--- config.mk ---
export PLATFORM = sky130hd
export DESIGN_NAME = ddr3_avl_arbiter
export DESIGN_NICKNAME = d
export VERILOG_FILES = /design/src/rtl/ddr3_ctrl_pkg.sv /design/src/rtl/ddr3_arb_streak_ctr.sv /design/src/rtl/ddr3_avl_arbiter.sv
export SDC_FILE = /design/constraint.sdc
export NUM_CORES = 1
export LEC_CHECK = 0
export ABC_AREA = 1
export CORE_AREA = 2 2 148 150
export CTS_BUF_LIST = sky130_fd_sc_hd__clkbuf_2
export CTS_CLUSTER_DIAMETER = 120
export DETAILED_ROUTE_END_ITERATION = 8
export DIE_AREA = 0 0 150 152
export MAX_ROUTING_LAYER = met4
export PLACE_DENSITY = 0.62
export SYNTH_ARGS = -nofsm -noshare
export SYNTH_HDL_FRONTEND = slang
export SYNTH_SLANG_ARGS = --single-unit
--- constraint.sdc ---
create_clock -name ddr3_clk -period 1.7 [get_ports ddr3_clk]
set_input_delay 0.255 -clock ddr3_clk [delete_from_list [all_inputs] [get_ports ddr3_clk]]
set_output_delay 0.255 -clock ddr3_clk [all_outputs]
set_load 0.01 [all_outputs]
--- src/rtl/ddr3_ctrl_pkg.sv ---
// Shared types and constants for the DDR3 Avalon-MM command arbiter.
// Holds the grant state encoding, burst size limits and default widths.
package ddr3_ctrl_pkg;

    typedef enum logic [1:0] {
        IDLE     = 2'd0,
        GRANT_RD = 2'd1,
        GRANT_WR = 2'd2
    } arb_state_t;

    localparam logic [2:0] AVL_SIZE_1 = 3'd1;
    localparam logic [2:0] AVL_SIZE_4 = 3'd4;

    localparam int DEF_ADDR_W = 26;
    localparam int DEF_DATA_W = 128;

    // Bursts are 1..4 beats; a zero length still moves one beat.
    function automatic logic [2:0] norm_size(input logic [2:0] s);
        logic [2:0] r;
        r = s;
        if (s == 3'd0)
            r = AVL_SIZE_1;
        else if (s > AVL_SIZE_4)
            r = AVL_SIZE_4;
        return r;
    endfunction

endpackage

--- src/rtl/ddr3_arb_streak_ctr.sv ---
// Saturating count of consecutive read grants taken while a write waits.
// at_max tells the arbiter the next grant must go to the write master.
module ddr3_arb_streak_ctr #(
    parameter int MAX = 8
) (
    input  logic clk,
    input  logic rst,
    input  logic inc,
    input  logic clr,
    output logic at_max
);

    localparam logic [7:0] MAX_V = 8'(MAX);

    logic [7:0] cnt;

    // Clear wins over increment; the count stops at MAX.
    always_ff @(posedge clk) begin
        if (rst)
            cnt <= 8'd0;
        else if (clr)
            cnt <= 8'd0;
        else if (inc && (cnt != MAX_V))
            cnt <= cnt + 8'd1;
    end

    assign at_max = (cnt == MAX_V);

endmodule

--- src/rtl/ddr3_avl_arbiter.sv ---
// Two-master arbiter for the DDR3 Avalon-MM command port (display read vs frame write).
// Define DDR3_ARB_STATS_EN to add the rd_grant_cnt / wr_grant_cnt counters.
module ddr3_avl_arbiter
    import ddr3_ctrl_pkg::*;
#(
    parameter int MAX_RD_STREAK = 8,
    parameter int ADDR_W        = DEF_ADDR_W,
    parameter int DATA_W        = DEF_DATA_W
) (
    input  logic                ddr3_clk,
    input  logic                ddr3_reset,
    input  logic                rd_req,
    input  logic [ADDR_W-1:0]   rd_addr,
    input  logic [2:0]          rd_size,
    output logic                rd_ready,
    input  logic                wr_req,
    input  logic [ADDR_W-1:0]   wr_addr,
    input  logic [2:0]          wr_size,
    input  logic [DATA_W-1:0]   wr_data,
    input  logic [DATA_W/8-1:0] wr_be,
    output logic                wr_ready,
`ifdef DDR3_ARB_STATS_EN
    output logic [31:0]         rd_grant_cnt,
    output logic [31:0]         wr_grant_cnt,
`endif
    input  logic                ddr3_avl_ready,
    output logic                ddr3_avl_burstbegin,
    output logic                ddr3_avl_read_req,
    output logic                ddr3_avl_write_req,
    output logic [ADDR_W-1:0]   ddr3_avl_addr,
    output logic [2:0]          ddr3_avl_size,
    output logic [DATA_W-1:0]   ddr3_avl_wdata,
    output logic [DATA_W/8-1:0] ddr3_avl_be
);

    arb_state_t          state;
    logic [2:0]          beat_cnt;
    logic [2:0]          wr_size_q;
    logic [ADDR_W-1:0]   wr_addr_q;
    logic                first;
    logic                streak_inc;
    logic                streak_clr;
    logic                at_max;
    logic                rd_take;
    logic                wr_beat;
    logic                wr_last;
    logic                go_wr;

    assign rd_take = (state == GRANT_RD) && ddr3_avl_ready;
    assign wr_beat = (state == GRANT_WR) && wr_req && ddr3_avl_ready;
    assign wr_last = wr_beat && (beat_cnt == 3'd1);

    // A waiting write is forced in once the read streak saturates.
    assign go_wr = wr_req && (at_max || !rd_req);

    // Streak grows on reads taken over a waiting write, resets otherwise.
    always_comb begin
        streak_inc = 1'b0;
        streak_clr = 1'b0;
        if (state == IDLE) begin
            streak_clr = !wr_req;
            streak_inc = wr_req && rd_req && !at_max;
        end
        if (wr_last)
            streak_clr = 1'b1;
    end

    ddr3_arb_streak_ctr #(
        .MAX    (MAX_RD_STREAK)
    ) u_streak (
        .clk    (ddr3_clk),
        .rst    (ddr3_reset),
        .inc    (streak_inc),
        .clr    (streak_clr),
        .at_max (at_max)
    );

    // Grant FSM; a write burst keeps the port until its last beat.
    always_ff @(posedge ddr3_clk) begin
        if (ddr3_reset) begin
            state     <= IDLE;
            beat_cnt  <= 3'd0;
            wr_size_q <= 3'd0;
            wr_addr_q <= '0;
            first     <= 1'b0;
        end else begin
            unique case (state)
                IDLE: begin
                    if (go_wr) begin
                        state     <= GRANT_WR;
                        beat_cnt  <= norm_size(wr_size);
                        wr_size_q <= norm_size(wr_size);
                        wr_addr_q <= wr_addr;
                        first     <= 1'b1;
                    end else if (rd_req) begin
                        state <= GRANT_RD;
                    end
                end
                GRANT_RD: begin
                    if (ddr3_avl_ready)
                        state <= IDLE;
                end
                GRANT_WR: begin
                    if (wr_beat && (beat_cnt != 3'd0)) begin
                        first    <= 1'b0;
                        beat_cnt <= beat_cnt - 3'd1;
                        if (beat_cnt == 3'd1)
                            state <= IDLE;
                    end
                end
                default: state <= IDLE;
            endcase
        end
    end

    // Avalon side is a plain mux of whichever master holds the grant.
    always_comb begin
        ddr3_avl_burstbegin = 1'b0;
        ddr3_avl_read_req   = 1'b0;
        ddr3_avl_write_req  = 1'b0;
        ddr3_avl_addr       = '0;
        ddr3_avl_size       = 3'd0;
        ddr3_avl_wdata      = '0;
        ddr3_avl_be         = '0;
        rd_ready            = 1'b0;
        wr_ready            = 1'b0;
        unique case (state)
            GRANT_RD: begin
                ddr3_avl_burstbegin = 1'b1;
                ddr3_avl_read_req   = 1'b1;
                ddr3_avl_addr       = rd_addr;
                ddr3_avl_size       = rd_size;
                rd_ready            = ddr3_avl_ready;
            end
            GRANT_WR: begin
                ddr3_avl_burstbegin = first && wr_req;
                ddr3_avl_write_req  = wr_req;
                ddr3_avl_addr       = wr_addr_q;
                ddr3_avl_size       = wr_size_q;
                ddr3_avl_wdata      = wr_data;
                ddr3_avl_be         = wr_be;
                wr_ready            = ddr3_avl_ready;
            end
            default: ;
        endcase
    end

`ifdef DDR3_ARB_STATS_EN
    // Completed read commands and completed write bursts, wrapping.
    always_ff @(posedge ddr3_clk) begin
        if (ddr3_reset) begin
            rd_grant_cnt <= 32'd0;
            wr_grant_cnt <= 32'd0;
        end else begin
            if (rd_take)
                rd_grant_cnt <= rd_grant_cnt + 32'd1;
            if (wr_last)
                wr_grant_cnt <= wr_grant_cnt + 32'd1;
        end
    end
`endif

endmodule

# --- Yosys cells after proc, flatten, opt, wreduce, memory -nomap -nowiden ---
# Index checks and enable logic that the tools add are counted.
classes:
  n_addsub: 2
  order_cmp: 1
  eq_ne: 10
  muxes: 26
  reduce_logical: 21
op_table:
  columns: ["cell", "count"]
  rows:
  - ["$mux W128", 1]
  - ["$pmux W26 S2", 1]
  - ["$mux W16", 1]
  - ["$mux W3", 4]
  - ["$pmux W3 S2", 2]
  - ["$mux W2", 5]
  - ["$logic_and A1 B1 Y1", 9]
  - ["$mux W1", 9]
  - ["$add A8 B1 Y8 const B", 1]
  - ["$eq A8 B4 Y1 const B", 1]
  - ["$ne A8 B4 Y1 const B", 1]
  - ["$pmux W2 S3", 1]
  - ["$ne A2 B1 Y1 const B", 2]
  - ["$ne A2 B2 Y1 const B", 2]
  - ["$pmux W1 S2", 2]
  - ["$reduce_and A4 Y1", 1]
  - ["$eq A3 B1 Y1 const B", 1]
  - ["$gt A3 B3 Y1 const B", 1]
  - ["$logic_not A1 Y1", 3]
  - ["$logic_not A3 Y1", 1]
  - ["$ne A3 B3 Y1 const B", 1]
  - ["$reduce_and A3 Y1", 1]
  - ["$reduce_bool A3 Y1", 1]
  - ["$sub A3 B1 Y3 const B", 1]
  - ["other kinds (7)", 7]
word_totals:
  reg_bits: 43
  out_inout_bits: 178
  elab_cells: 66

# --- Longest topological paths before layout ---
logic_depth:
  ltp_word: 6
  depth_mapped: 11
  ltp_nobuf: 11

# --- Cells and area by module ---
# A second synthesis with hierarchy kept.
hier_totals:
  hier_cells: 681
  hier_area_um2: 3533.4
modules_own_cells:
  columns: ["module", "instances", "cells_each", "area_each_um2", "seq_area_each_um2"]
  rows:
  - ["ddr3_avl_arbiter", 1, 608, 3061.7, 700.7]
  - ["ddr3_arb_streak_ctr", 1, 73, 471.7, 160.2]

# --- Worst setup path before layout ---
# Ideal clock, no wire load.
synth_timing:
  kind: "register to output"
  start: "reg state[0]"
  end: "out ddr3_avl_addr[0]"
  arrival_ps: 1297
  t_required_ps: 1445
  path_slack_ps: 148
  path_stages_with_launch: 8
  path_cell_list: "dfxtp_1 > inv_1 > ha_1 > buf_4 > buf_2 > buf_2 > nand2_1 > a21oi_1"
synth_between:
  elab_chain_len: 2
  word_cells_on_any_way: 3
synth_lines:
  columns: ["item", "line", "source"]
  rows:
  - ["start: declaration", "ddr3_avl_arbiter.sv:36", "arb_state_t state;"]
  - ["start signal: assignment", "ddr3_avl_arbiter.sv:81", "state <= IDLE;"]
  - ["start signal: assignment", "ddr3_avl_arbiter.sv:90", "state <= GRANT_WR;"]
  - ["start signal: assignment", "ddr3_avl_arbiter.sv:96", "state <= GRANT_RD;"]
  - ["$eq A2 B2 Y1 / $eq A2 B1 Y1 (equally long branches)", "ddr3_avl_arbiter.sv:127", "unique case (state)"]
  - ["$pmux W26 S2 (*)", "ddr3_avl_arbiter.sv:127", null]
  - ["end: declaration", "ddr3_avl_arbiter.sv:30", "output logic [ADDR_W-1:0] ddr3_avl_addr,"]
# Every way passes the cells marked *; elsewhere a longest branch is shown, timed or not.

# --- Worst setup path after layout ---
layout_timing:
  start: "reg state[0]"
  end: "out ddr3_avl_addr[8]"
# The elaborated chain is that of the path after synthesis.

==> metrics.yaml <==
avgSynthCellArea_um2: 5.368
ys.warnings.count: 0
io_pins: 385
path_clk_slew_ns: 0.25
gr-total-overflow: 0
core.rowCount: 54
portBuffers: 384
ctsHoldBuffers: 0
wl_per_cell_um: 16.15
drive_gt1_share_pct: 50.18
finalCriticalPeriod_ns: 2.067
r2r_start: "state[0]"
finalWeightedCongestion: 0.9091
die_x_um: 150
rr_endpoint: "first"
clockRootBuffer: "clkbuf_2"
drc: 0
required_ns: 1.44
grt_pass1_wl_um: 29790
min_path_type: "primary input to flip-flop"
crit_path_max_incr_delay_ns: 0.38
hpwl_um: 15880
drv_slew: 0
initial_utilization_pct: 17.25
ff2ff_setup_slack_ns: -0.25
maxCapViolCount: 0
fmax_mhz: 483.8
ys_types: 27
worstSetupEndpoint: "ddr3_avl_addr[8]"
endpoint_kind: "output port"
power.density_nw_per_um2: 897.3
vias: 5699
setup_viol_count_final: 187
critPathMaxFanout: 8
coreArea_um2: 21350
first_pass_iters: 4
failed_checks: "setup timing"
ys_seq_area_share_pct: 23.38
cts_buffers: 5
fin_cells: 1399
avgViaCountPerCell: 4.074
dp.cells: 1345
grt_setup_unrepaired: "true"
grt_util_all_layers_pct: 17.38
ir_drop_v: 0.0005110
tightest_slew_ns: 0.4022
drt_iter0_drc: 235
crit_start: "state[0]"
areaGrowthSynthToFinish_pct: 163.2
antenna_left: 0
cts_tree: "yes"
slowest_stage: "dfxtp_2"
fin_nets: 1328
synthCells: 686
clk_latency_ns: 0.47
grt_pass1_vias: 5227
clkSinkCount: 43
worstRegToRegCells: 15
hold_viol: 0
path_cells: "inv_2, ha_4, buf_8, buf_12, buf_16, nand2_4, a21oi_2, buf_2"
grt_antenna_before_repair: 5
syn_nets: 901
relSlewSlack_pct: 72.90
fin_ws_ns: -0.3668
die_h_um: 152
critPathKind: "flip-flop to output port"
netlist_area_um2: 3682
totalWireLength_um: 22590
timing.final.crit_share_pct: 121.6
worstPathArrival_ns: 1.81
grt_max_degree: 30
synth-seq-cells: 43
startpoint_type: "flip-flop"
dieArea_um2: 22800
p_leak_nw: 5.507
finalClockSkew_ns: 0.02324
outcome: "finished with violations"
cts-htree-levels: 2
clk_path_buf_depth: 2
pre_cts_ws_ns: -0.3461
[stage by stage]
step / hold WS, ns / total power [mW] / setup TNS, ns / area [um2] / util (%)
after floorplan: 0.4042 / 3.242 / 0 / 3682 / -
after global placement: 0.4479 / 5.812 / -25.20 / 8066 / 37.78
after detailed placement: 0.4510 / 5.827 / -30.84 / 8066 / 37.78
after CTS: 0.1007 / 6.855 / -71.43 / 8049 / 37.70
after global routing: 0.1353 / 9.238 / -76.94 / 9692 / 45.39
final: 0.1855 / 8.697 / -52.28 / 9692 / 45.39
[worst min path at each step]
| stage | cells after the start | endpoint | start | slack [ns] |
|---|---|---|---|---|
| after floorplan | 2 | wr_addr_q[16] | wr_addr[16] | 0.40 |
| after global placement | 2 | wr_addr_q[10] | wr_addr_q[10] | 0.45 |
| after detailed placement | 2 | wr_addr_q[6] | wr_addr_q[6] | 0.45 |
| after CTS | 5 | state[1] | ddr3_reset | 0.10 |
| after global routing | 5 | beat_cnt[2] | ddr3_reset | 0.14 |
| final | 5 | beat_cnt[2] | ddr3_reset | 0.19 |
[state kept, by name (all words and copies together), names as in the netlist]
register / count
wr_size_q: 3
u_streak.cnt: 8
wr_addr_q: 26
state: 2
beat_cnt: 3
first: 1
[logic make-up (layout without fill, tap and decap cells)]
group | count (synthesis) | count (layout) | share of synthesized area, %
buffers and inverters | 212 | 640 | 22.87
AOI/OAI and AO/OA | 77 | 77 | 11.99
DFF | 43 | 43 | 23.38
other | 0 | 5 | 0
and+or+nand+nor | 346 | 346 | 39.04
adders and majority gates | 8 | 8 | 2.718
[cells in the mapped netlist, drive strengths merged]
| library cell | n | area share, % |
|---|---|---|
| or2 | 2 | 0.34 |
| nor3 | 6 | 0.82 |
| nand3 | 39 | 7.3 |
| dfxtp | 43 | 23 |
| a211oi | 1 | 0.20 |
| ha | 8 | 2.7 |
| clkbuf | 17 | 1.7 |
| o22ai | 1 | 0.17 |
| nand2 | 276 | 28 |
| o21ai | 9 | 1.3 |
| nor2 | 23 | 2.4 |
| a21oi | 66 | 10 |
| inv | 173 | 18 |
| buf | 22 | 3.5 |
[power breakdown]
group	switching (mW)	internal [mW]
logic	3.34	3.34
registers	0.101	1.14
clock network	0.385	0.394
[layout by cell type (no fill, tap or decap), drive strengths merged]
cell | Yosys | final
clkbuf | 17 | 20
nand2 | 276 | 276
buf | 22 | 238
clkdlybuf4s50 | 0 | 205
o22ai | 1 | 1
nor2 | 23 | 23
a21oi | 66 | 66
diode | 0 | 5
bufinv | 0 | 2
clkinvlp | 0 | 1
or2 | 2 | 2
a211oi | 1 | 1
nor3 | 6 | 6
o21ai | 9 | 9
dfxtp | 43 | 43
clkdlybuf4s15 | 0 | 1
ha | 8 | 8
inv | 173 | 173
nand3 | 39 | 39
[timing repair]
item | in CTS | in global routing
hold endpoints to repair | 0 | 0
cloned | 8 | 13
endpoints found under the setup margin | 192 | 220
pin swaps | 2 | 40
buffers inserted | 6 | 16
gates resized for setup | 649 | 579
[cell type report]
| type | count | area, um2 |
|---|---|---|
| fillers | 2089 | 11660 |
| inverters | 173 | 649.4 |
| flip-flops and latches | 43 | 863.3 |
| multi-input cells | 431 | 2952 |
| clock buffers | 5 | 25.02 |
| well taps | 280 | 350.3 |
| clock inverters | 3 | 67.56 |
| repair buffers | 459 | 4772 |
| diodes | 5 | 12.51 |
[metal layers]
layer	global-route usage [%]	part of all wire [%]	up-vias
met5	-	0	-
met4	5.301	2.0	0
met3	3.994	6.6	31
met2	30.40	52	182
met1	19.50	40	2622
li1	-	-	2864
[critical path, delay by kind of cell, from the launching register on]
family	cells	cell delay [ns]
flip-flops	1	0.38
adder cells (fa/ha/maj)	1	0.18
buffers and inverters	5	0.60
AND/OR/NAND/NOR	1	0.05
AO/OA/AOI/OAI	1	0.13
Note: power is estimated with default switching activity, not from simulation.
